<file path="config.mk">
export PLATFORM = sky130hd
export DESIGN_NAME = instruction_fetch_unit
export DESIGN_NICKNAME = d
export VERILOG_FILES = /design/src/rtl/risc_pkg.sv /design/src/rtl/fetch_fifo.sv /design/src/rtl/instruction_fetch_unit.sv
export SDC_FILE = /design/constraint.sdc
export NUM_CORES = 1
export LEC_CHECK = 0
export CORE_AREA = 4 4 166 168
export DETAILED_ROUTE_END_ITERATION = 6
export DIE_AREA = 0 0 170 172
export DONT_BUFFER_PORTS = 1
export PLACE_DENSITY_LB_ADDON = 0.25
export SETUP_SLACK_MARGIN = 0.4
export SLEW_MARGIN = 20
export SYNTH_ARGS = -nofsm -noshare
export SYNTH_HDL_FRONTEND = slang
export SYNTH_SLANG_ARGS = --single-unit
</file>
<file path="constraint.sdc">
create_clock -name Clock -period 6.66 [get_ports Clock]
set_clock_uncertainty 0.1 [all_clocks]
set_input_delay 0.999 -clock Clock [delete_from_list [all_inputs] [get_ports Clock]]
set_output_delay 0.999 -clock Clock [all_outputs]
set_load 0.05 [all_outputs]
</file>
<file path="src/rtl/risc_pkg.sv">
// Shared widths and encodings for the 16-bit RISC core.
// Used by the fetch unit and top_datapath alike.
package risc_pkg;

    localparam int DATA_W = 16;
    localparam logic [DATA_W-1:0] RESET_PC_DEF = '0;

    localparam int OPCODE_W = 4;
    localparam int REG_W    = 3;
    localparam int FUNCT_W  = 3;
    localparam int IMM_W    = DATA_W - OPCODE_W - 2 * REG_W;

    typedef enum logic [1:0] {
        S_IDLE  = 2'd0,
        S_FETCH = 2'd1,
        S_DROP  = 2'd2
    } fetch_state_e;

endpackage

</file>
<file path="src/rtl/fetch_fifo.sv">
// Prefetch FIFO: DEPTH entries of {pc, instr}, wrap-around pointers,
// synchronous flush, zero on the read port when empty.
module fetch_fifo #(
    parameter int W     = 32,
    parameter int DEPTH = 4,
    parameter int CW    = $clog2(DEPTH) + 1
) (
    input  logic          clk,
    input  logic          rst_n,
    input  logic          flush,
    input  logic          push,
    input  logic [W-1:0]  wdata,
    input  logic          pop,
    output logic [W-1:0]  rdata,
    output logic          valid,
    output logic [CW-1:0] count
);

    localparam int AW = $clog2(DEPTH);

    logic [W-1:0]  mem_q [DEPTH];
    logic [AW-1:0] wr_ptr_q, wr_ptr_d;
    logic [AW-1:0] rd_ptr_q, rd_ptr_d;
    logic [CW-1:0] count_q, count_d;
    logic          full;
    logic          do_push;
    logic          do_pop;

    assign full    = count_q == CW'(DEPTH);
    assign valid   = count_q != '0;
    assign do_pop  = pop && valid && !flush;
    assign do_push = push && !flush && (!full || do_pop);
    assign rdata   = valid ? mem_q[rd_ptr_q] : '0;
    assign count   = count_q;

    always_comb begin
        wr_ptr_d = wr_ptr_q;
        rd_ptr_d = rd_ptr_q;
        count_d  = count_q;
        if (flush) begin
            wr_ptr_d = '0;
            rd_ptr_d = '0;
            count_d  = '0;
        end else begin
            if (do_push) wr_ptr_d = wr_ptr_q + 1'b1;
            if (do_pop)  rd_ptr_d = rd_ptr_q + 1'b1;
            unique case ({do_push, do_pop})
                2'b10:   count_d = count_q + 1'b1;
                2'b01:   count_d = count_q - 1'b1;
                default: count_d = count_q;
            endcase
        end
    end

    always_ff @(posedge clk or negedge rst_n) begin
        if (!rst_n) begin
            wr_ptr_q <= '0;
            rd_ptr_q <= '0;
            count_q  <= '0;
            for (int i = 0; i < DEPTH; i++) mem_q[i] <= '0;
        end else begin
            wr_ptr_q <= wr_ptr_d;
            rd_ptr_q <= rd_ptr_d;
            count_q  <= count_d;
            if (do_push) mem_q[wr_ptr_q] <= wdata;
        end
    end

    // Issue gating upstream must make this unreachable.
    a_no_overflow: assert property (@(posedge clk) disable iff (!rst_n)
        !(push && !flush && full && !do_pop));

endmodule

</file>
<file path="src/rtl/instruction_fetch_unit.sv">
// Fetch front end: PC generation, one read in flight, prefetch FIFO,
// redirect with drop of a stale in-flight response.
module instruction_fetch_unit
    import risc_pkg::*;
#(
    parameter int            N        = DATA_W,
    parameter int            DEPTH    = 4,
    parameter logic [N-1:0]  RESET_PC = N'(RESET_PC_DEF)
) (
    input  logic                     Clock,
    input  logic                     Reset,
    output logic                     Imem_req,
    output logic [N-1:0]             Imem_addr,
    input  logic                     Imem_rvalid,
    input  logic [N-1:0]             Imem_rdata,
    input  logic                     Redirect,
    input  logic [N-1:0]             Redirect_PC,
    output logic [N-1:0]             Instruction,
    output logic [N-1:0]             Instr_PC,
    output logic                     Instr_valid,
    input  logic                     Instr_ready,
    output logic [$clog2(DEPTH):0]   Fifo_count
);

    localparam int CW = $clog2(DEPTH) + 1;

    fetch_state_e   state_q, state_d;
    logic [N-1:0]   fetch_pc_q, fetch_pc_d;
    logic [N-1:0]   req_pc_q, req_pc_d;
    logic           out_q, out_d;
    logic [CW:0]    occ;
    logic           issue;
    logic           push;
    logic           pop;
    logic [2*N-1:0] head;

    // Count the in-flight read as occupied so a push can never overflow.
    assign occ   = {1'b0, Fifo_count} + {{CW{1'b0}}, out_q};
    assign issue = (state_q == S_FETCH) && !Redirect
                && (!out_q || Imem_rvalid)
                && (occ < (CW+1)'(DEPTH));
    assign push  = (state_q == S_FETCH) && out_q && Imem_rvalid && !Redirect;
    assign pop   = Instr_valid && Instr_ready && !Redirect;

    assign Imem_req    = issue;
    assign Imem_addr   = issue ? fetch_pc_q : '0;
    assign Instr_PC    = head[2*N-1:N];
    assign Instruction = head[N-1:0];

    always_comb begin
        state_d    = state_q;
        fetch_pc_d = fetch_pc_q;
        req_pc_d   = req_pc_q;
        out_d      = out_q;
        if (Imem_rvalid) out_d = 1'b0;
        if (issue) begin
            out_d      = 1'b1;
            req_pc_d   = fetch_pc_q;
            fetch_pc_d = fetch_pc_q + 1'b1;
        end
        unique case (state_q)
            S_IDLE:  state_d = S_FETCH;
            S_FETCH: if (Redirect && out_q && !Imem_rvalid) state_d = S_DROP;
            S_DROP:  if (Imem_rvalid) state_d = S_FETCH;
            default: state_d = S_IDLE;
        endcase
        if (Redirect) fetch_pc_d = Redirect_PC;
    end

    always_ff @(posedge Clock or negedge Reset) begin
        if (!Reset) begin
            state_q    <= S_IDLE;
            fetch_pc_q <= RESET_PC;
            req_pc_q   <= '0;
            out_q      <= 1'b0;
        end else begin
            state_q    <= state_d;
            fetch_pc_q <= fetch_pc_d;
            req_pc_q   <= req_pc_d;
            out_q      <= out_d;
        end
    end

    fetch_fifo #(
        .W     (2 * N),
        .DEPTH (DEPTH),
        .CW    (CW)
    ) u_fifo (
        .clk   (Clock),
        .rst_n (Reset),
        .flush (Redirect),
        .push  (push),
        .wdata ({req_pc_q, Imem_rdata}),
        .pop   (pop),
        .rdata (head),
        .valid (Instr_valid),
        .count (Fifo_count)
    );

endmodule

</file>
# After elaboration in Yosys (flattened, before gate mapping)
# Cells that the tools add are included.
[word_totals]
regBits = 170
in_bits = 37
[op_classes]
muxes = 21
n_reduce_logical = 29
bitwise_logic = 2
addsub = 6
n_eq_ne = 7
magnitude_cmp = 4
[ops]
columns = ["cell", "count"]
rows = [
  ["bitwise mux 128 bit", 1],
  ["2-to-1 mux 32 bit", 4],
  ["binary-select mux 32 bit (select 2 bit)", 1],
  ["demux 32 bit (select 2 bit)", 1],
  ["2-to-1 mux 16 bit", 3],
  ["adder 16 x 1 -> 16 bit, second input constant", 1],
  ["logical AND 1 bit", 15],
  ["2-to-1 mux 2 bit", 6],
  ["nonzero test 2 bit", 4],
  ["greater-or-equal comparator 3 bit, second input constant", 2],
  ["inverter 2 -> 3 bit", 2],
  ["case mux 2 bit (3 select lines)", 1],
  ["case mux 3 bit (2 select lines)", 1],
  ["nonzero test 3 bit", 2],
  ["adder 2 x 1 -> 2 bit, second input constant", 2],
  ["adder 3 x 1 -> 4 bit", 1],
  ["equality test 2 x 1 -> 1 bit, second input constant", 2],
  ["equality test 2 bit, second input constant", 2],
  ["zero test 1 bit", 4],
  ["< comparator 4 x 3 -> 1 bit, second input constant", 1],
  ["adder 3 x 1 -> 3 bit, second input constant", 1],
  ["equality test 3 bit, second input constant", 1],
  ["< comparator 3 x 1 -> 1 bit, second input constant", 1],
  ["2-to-1 mux 3 bit", 1],
  ["other kinds (7)", 9],
]

# Depth between registers and ports, before layout
[depth]
word_depth = 10
depth_mapped = 8
ltp_nobuf = 7

# Modules after synthesis
# Synthesis repeated with hierarchy kept, for this count alone.
[hier_totals]
hier_cells = 587
hier_area_um2 = 8818.5
[modules_own_cells]
columns = ["mod", "cells_each", "area_per_inst_um2", "instances"]
rows = [
  ["fetch_fifo", 408, 6937.9, 1],
  ["instruction_fetch_unit", 179, 1880.6, 1],
]

# Least setup slack after synthesis
# Ideal clock, no wire load.
[synth_timing]
kind = "input to output"
start = "input port Imem_rvalid"
end = "output port Imem_addr[10]"
n_path_buf = 2
slack_ns = 2.581
cell_stages = 6
t_arrival_ns = 2.980
cell_sequence = "a21bo_2 -> clkbuf_1 -> a21o_1 -> nor2_1 -> clkbuf_1 -> and2_1"
[synth_via]
elab_chain_len = 4
[synth_lines]
columns = ["element", "line_no", "text"]
rows = [
  ["start: declaration", "instruction_fetch_unit.sv:14", "input logic Imem_rvalid,"],
  ["logical OR 1 bit", "instruction_fetch_unit.sv:40", "&& (!out_q || Imem_rvalid)"],
  ["logical AND 1 bit", "instruction_fetch_unit.sv:40", ""],
  ["logical AND 1 bit", "instruction_fetch_unit.sv:41", "&& (occ < (CW+1)'(DEPTH));"],
  ["net Imem_req", "instruction_fetch_unit.sv:12", "output logic Imem_req,"],
  ["2-to-1 mux 16 bit", "instruction_fetch_unit.sv:46", "assign Imem_addr = issue ? fetch_pc_q : '0;"],
  ["end: declaration", "instruction_fetch_unit.sv:13", "output logic [N-1:0] Imem_addr,"],
]
# The timed path passes the listed nets, and every way through them passes these cells.

# Final worst setup path
[layout_timing]
start = "register u_fifo.count_q[2] (netlist: u_fifo.count[2])"
end = "output port Imem_addr[11]"
[layout_via]
elab_chain_len = 4
[layout_lines]
columns = ["element", "line_no", "text"]
rows = [
  ["start: declaration", "fetch_fifo.sv:24", "logic [CW-1:0] count_q, count_d;"],
  ["start signal: assignment", "fetch_fifo.sv:64", "count_q <= count_d;"],
  ["adder 3 x 1 -> 4 bit", "instruction_fetch_unit.sv:38", "assign occ = {1'b0, Fifo_count} + {{CW{1'b0}}, out_q};"],
  ["< comparator 4 x 3 -> 1 bit", "instruction_fetch_unit.sv:41", ""],
  ["logical AND 1 bit", "instruction_fetch_unit.sv:41", ""],
  ["net Imem_req", "instruction_fetch_unit.sv:12", ""],
  ["2-to-1 mux 16 bit", "instruction_fetch_unit.sv:46", ""],
]
# The timed path passes the listed nets, and every way through them passes these cells.

==> flow_summary.yaml <==
synthesis:
  synth_fp_nets: 617
  post_synth_main_area_contributors: "sky130_fd_sc_hd__dfrtp_1 53%, sky130_fd_sc_hd__mux2_2 20%, sky130_fd_sc_hd__mux4_2 9.0%, sky130_fd_sc_hd__and2_1 4.0%, sky130_fd_sc_hd__buf_2 1.0%"
  synthesis.area_per_instance_um2: 14.0
  synth_warnings: 0
  synthesized_instance_count: 574
  post-synth-top-area-fraction_pct: 53.1
  postSynthRegisterBits: 170
  ys_seq_area_share_pct: 53.1
  synthesis.area_um2: 8010
  yosys.cell_types.count: 47
  synthDominantAreaCellType: "sky130_fd_sc_hd__dfrtp_1"
setup_path:
  critical_path_peak_fanout: 24
  category_of_the_critical_setup_timing_path: "reg -> out"
  rr_endpoint: "u_fifo.count[2]"
  setup.reg_to_reg.worst_slack_ps: 3450
  worst_setup_path_start_kind: "flip-flop"
  endpoint_kind: "output pin"
  reg2reg_depth: 7
  worstReg2RegStart: "u_fifo.count[0]"
  timing.critical_path.arrival_ps: 3070
  crit_required_ps: 5560
hold_path:
  min_path_type: "in -> async"
global_routing:
  groute.layer.met3.usage_pct: 3.86
  met2_usage_pct: 21.1
  grtUsageMet1_pct: 16.5
  groute.usage.overall_pct: 12.9
  grt_antenna_before_repair: 0
  grt_start_max_net_pins: 171
  gr-max-usage-layer: "met2"
  grt_remaining_overflow: 0
  grt_pass1_vias: 5202
  grt_first_pass_wirelength_um: 29200
sta:
  post-route-period-util_pct: 62.6
  grt_setup_unrepaired: "no"
  worst-slew-pin-transition_ps: 1050
  timing.final.crit_period_ps: 4170
  hold_ws_ps: 179
  fmax_ghz: 0.240
  sum_of_negative_setup_slack_ps: 0
  timing_hold_violations_final: 0
  relSlewSlack_pct: 29.7
  setup_violations: 0
  finalMaxSlewViolations: 0
detailed_routing:
  drt-total-wl_um: 18300
  via_to_cell_ratio: 5.15
  firstDrtPassIters: 4
  drt_drc_violations_left: 0
  avgRoutedWirePerCell_um: 20.3
  first_iter_violations: 189
  detail-route-antenna-nets: 0
  vias: 4646
cts:
  tritoncts_clock_tree: "yes"
  cts-hold-fix-buffers: 0
  ctsLongestPathBuffers: 2
  cts_setup_buffers: 0
  postCtsResizedCells: 0
  cts_num_sinks: 170
  clock_insertion_delay_worst_skew_ps: 420
  maximum_level_of_the_cts_h_tree: 4
  path_clk_slew_ps: 70
  clk_root_buffer_cell: "sky130_fd_sc_hd__clkbuf_16"
  cts-buffers-inserted: 17
placed_design:
  dpl-instance-area_um2: 8280
  dp.final_hpwl_um: 11600
  buffer_ports.inserted: 0
  gp_congestion: 0.806
  dp.cells: 871
power:
  power_density_nw_per_um2: 365
  leakage_nw: 3.80
  peakVddDrop_mv: 0.184
  power_mw: 3.25
final_layout:
  post_route_cells_drive_above_1_share_pct: 38.9
  diodes: 0
  final-instance-count-excl-fill: 903
  mostFrequentLayoutCells: "168 x sky130_fd_sc_hd__dfrtp_1, 141 x sky130_fd_sc_hd__mux2_2, 47 x sky130_fd_sc_hd__and2_1"
  num-nets-final: 598
  layout.cells.most_common: "sky130_fd_sc_hd__dfrtp_1"
  final_cell_area_um2: 8900
  syn2layout_area_growth_pct: 11.1
floorplanning:
  floorplan.die_area_um2: 29200
  core_area_um2: 25900
  floorplan.rows: 59
  initial_utilization_pct: 30.9
  boundaryPins: 90
  die_x_um: 170
  die_y_um: 172
outcome:
  status: "complete, no violations"
job:
  max_cap_violations: 0
-- cell families after synthesis --
logic type / after synthesis / synth area share, %
AOI/OAI and AO/OA: 44 / 3.94
muxes: 179 / 29.6
DFF: 170 / 53.1
xor gates and xnor gates: 13 / 1.42
buffers and inverters: 48 / 2.69
and+or+nand+nor: 114 / 8.16
adders and majority gates: 6 / 1.03
-- routing by layer --
metal | vias to the layer above | routed length (um)
li1 | 2046 | -
met1 | 2454 | 8020
met2 | 124 | 8940
met3 | 22 | 998
met4 | 0 | 347
met5 | - | 0
-- Yosys cell counts, drive strengths merged --
cell and n:
a2111oi 4, a211o 1, a211oi 3, a21bo 2, a21o 1, a21oi 3, a311oi 1, a31oi 10
and2 51, and3 1, and4 1, and4b 1, buf 19, clkbuf 21, dfrtp 170, fa 1
ha 5, inv 8, mux2 145, mux2i 2, mux4 32, nand2 14, nand2b 1, nand3 8
nand3b 2, nand4 5, nand4b 2, nor2 15, nor3 3, nor4 1, o2111ai 1, o21ai 9
o21bai 1, o22ai 1, o31ai 5, o32ai 1, o41ai 1, or3 2, or3b 1, or4 5
or4b 1, xnor2 9, xor2 4
-- layout make-up --
| type | count | area [um^2] |
|---|---|---|
| Clock buffer | 18 | 439 |
| Clock inverter | 14 | 179 |
| Fill cell | 2483 | 17000 |
| Inverter | 8 | 30.0 |
| Multi-Input combinational cell | 356 | 3560 |
| Sequential cell | 170 | 4260 |
| Tap cell | 335 | 419 |
| Timing Repair Buffer | 2 | 15.0 |
-- sequential cells by signal, summed over array words and instances, names as in the netlist --
signal	count
u_fifo.mem_q	128
fetch_pc_q	16
req_pc_q	16
u_fifo.count	3
state_q	2
u_fifo.rd_ptr_q	2
u_fifo.wr_ptr_q	2
out_q	1
-- power breakdown --
| part | switching, mW | internal [mW] |
|---|---|---|
| logic | 0.370 | 0.364 |
| registers | 0.212 | 1.28 |
| clock network | 0.441 | 0.581 |
| total | 1.02 | 2.23 |
-- through the flow --
step           utilization (%)  worst slack, ps
2_1_floorplan                -             2580
3_3_place_gp              31.9             2910
3_5_place_dp              31.9             2890
4_1_cts                   34.3             2460
5_1_grt                   34.3             2310
6_report                  34.3             2490
-- critical path: stages (launching register included) --
cell and delay [ps]:
sky130_fd_sc_hd__dfrtp_1 630, sky130_fd_sc_hd__or3b_1 600, sky130_fd_sc_hd__a21o_1 320, sky130_fd_sc_hd__nor2_4 190
sky130_fd_sc_hd__buf_4 390, sky130_fd_sc_hd__and2_1 520
-- how the worst max path moves through the flow --
| stage | end | depth (start not counted) | from |
|---|---|---|---|
| CTS | Imem_addr[11] | 5 | u_fifo.count[2] |
| detailed placement | Imem_addr[11] | 5 | Imem_rvalid |
| global placement | Imem_addr[6] | 5 | Imem_rvalid |
| global route | Imem_addr[6] | 5 | u_fifo.count[2] |
| floorplan | Imem_addr[10] | 6 | Imem_rvalid |
| finish | Imem_addr[11] | 5 | u_fifo.count[2] |
(Power assumes the default switching activity.)
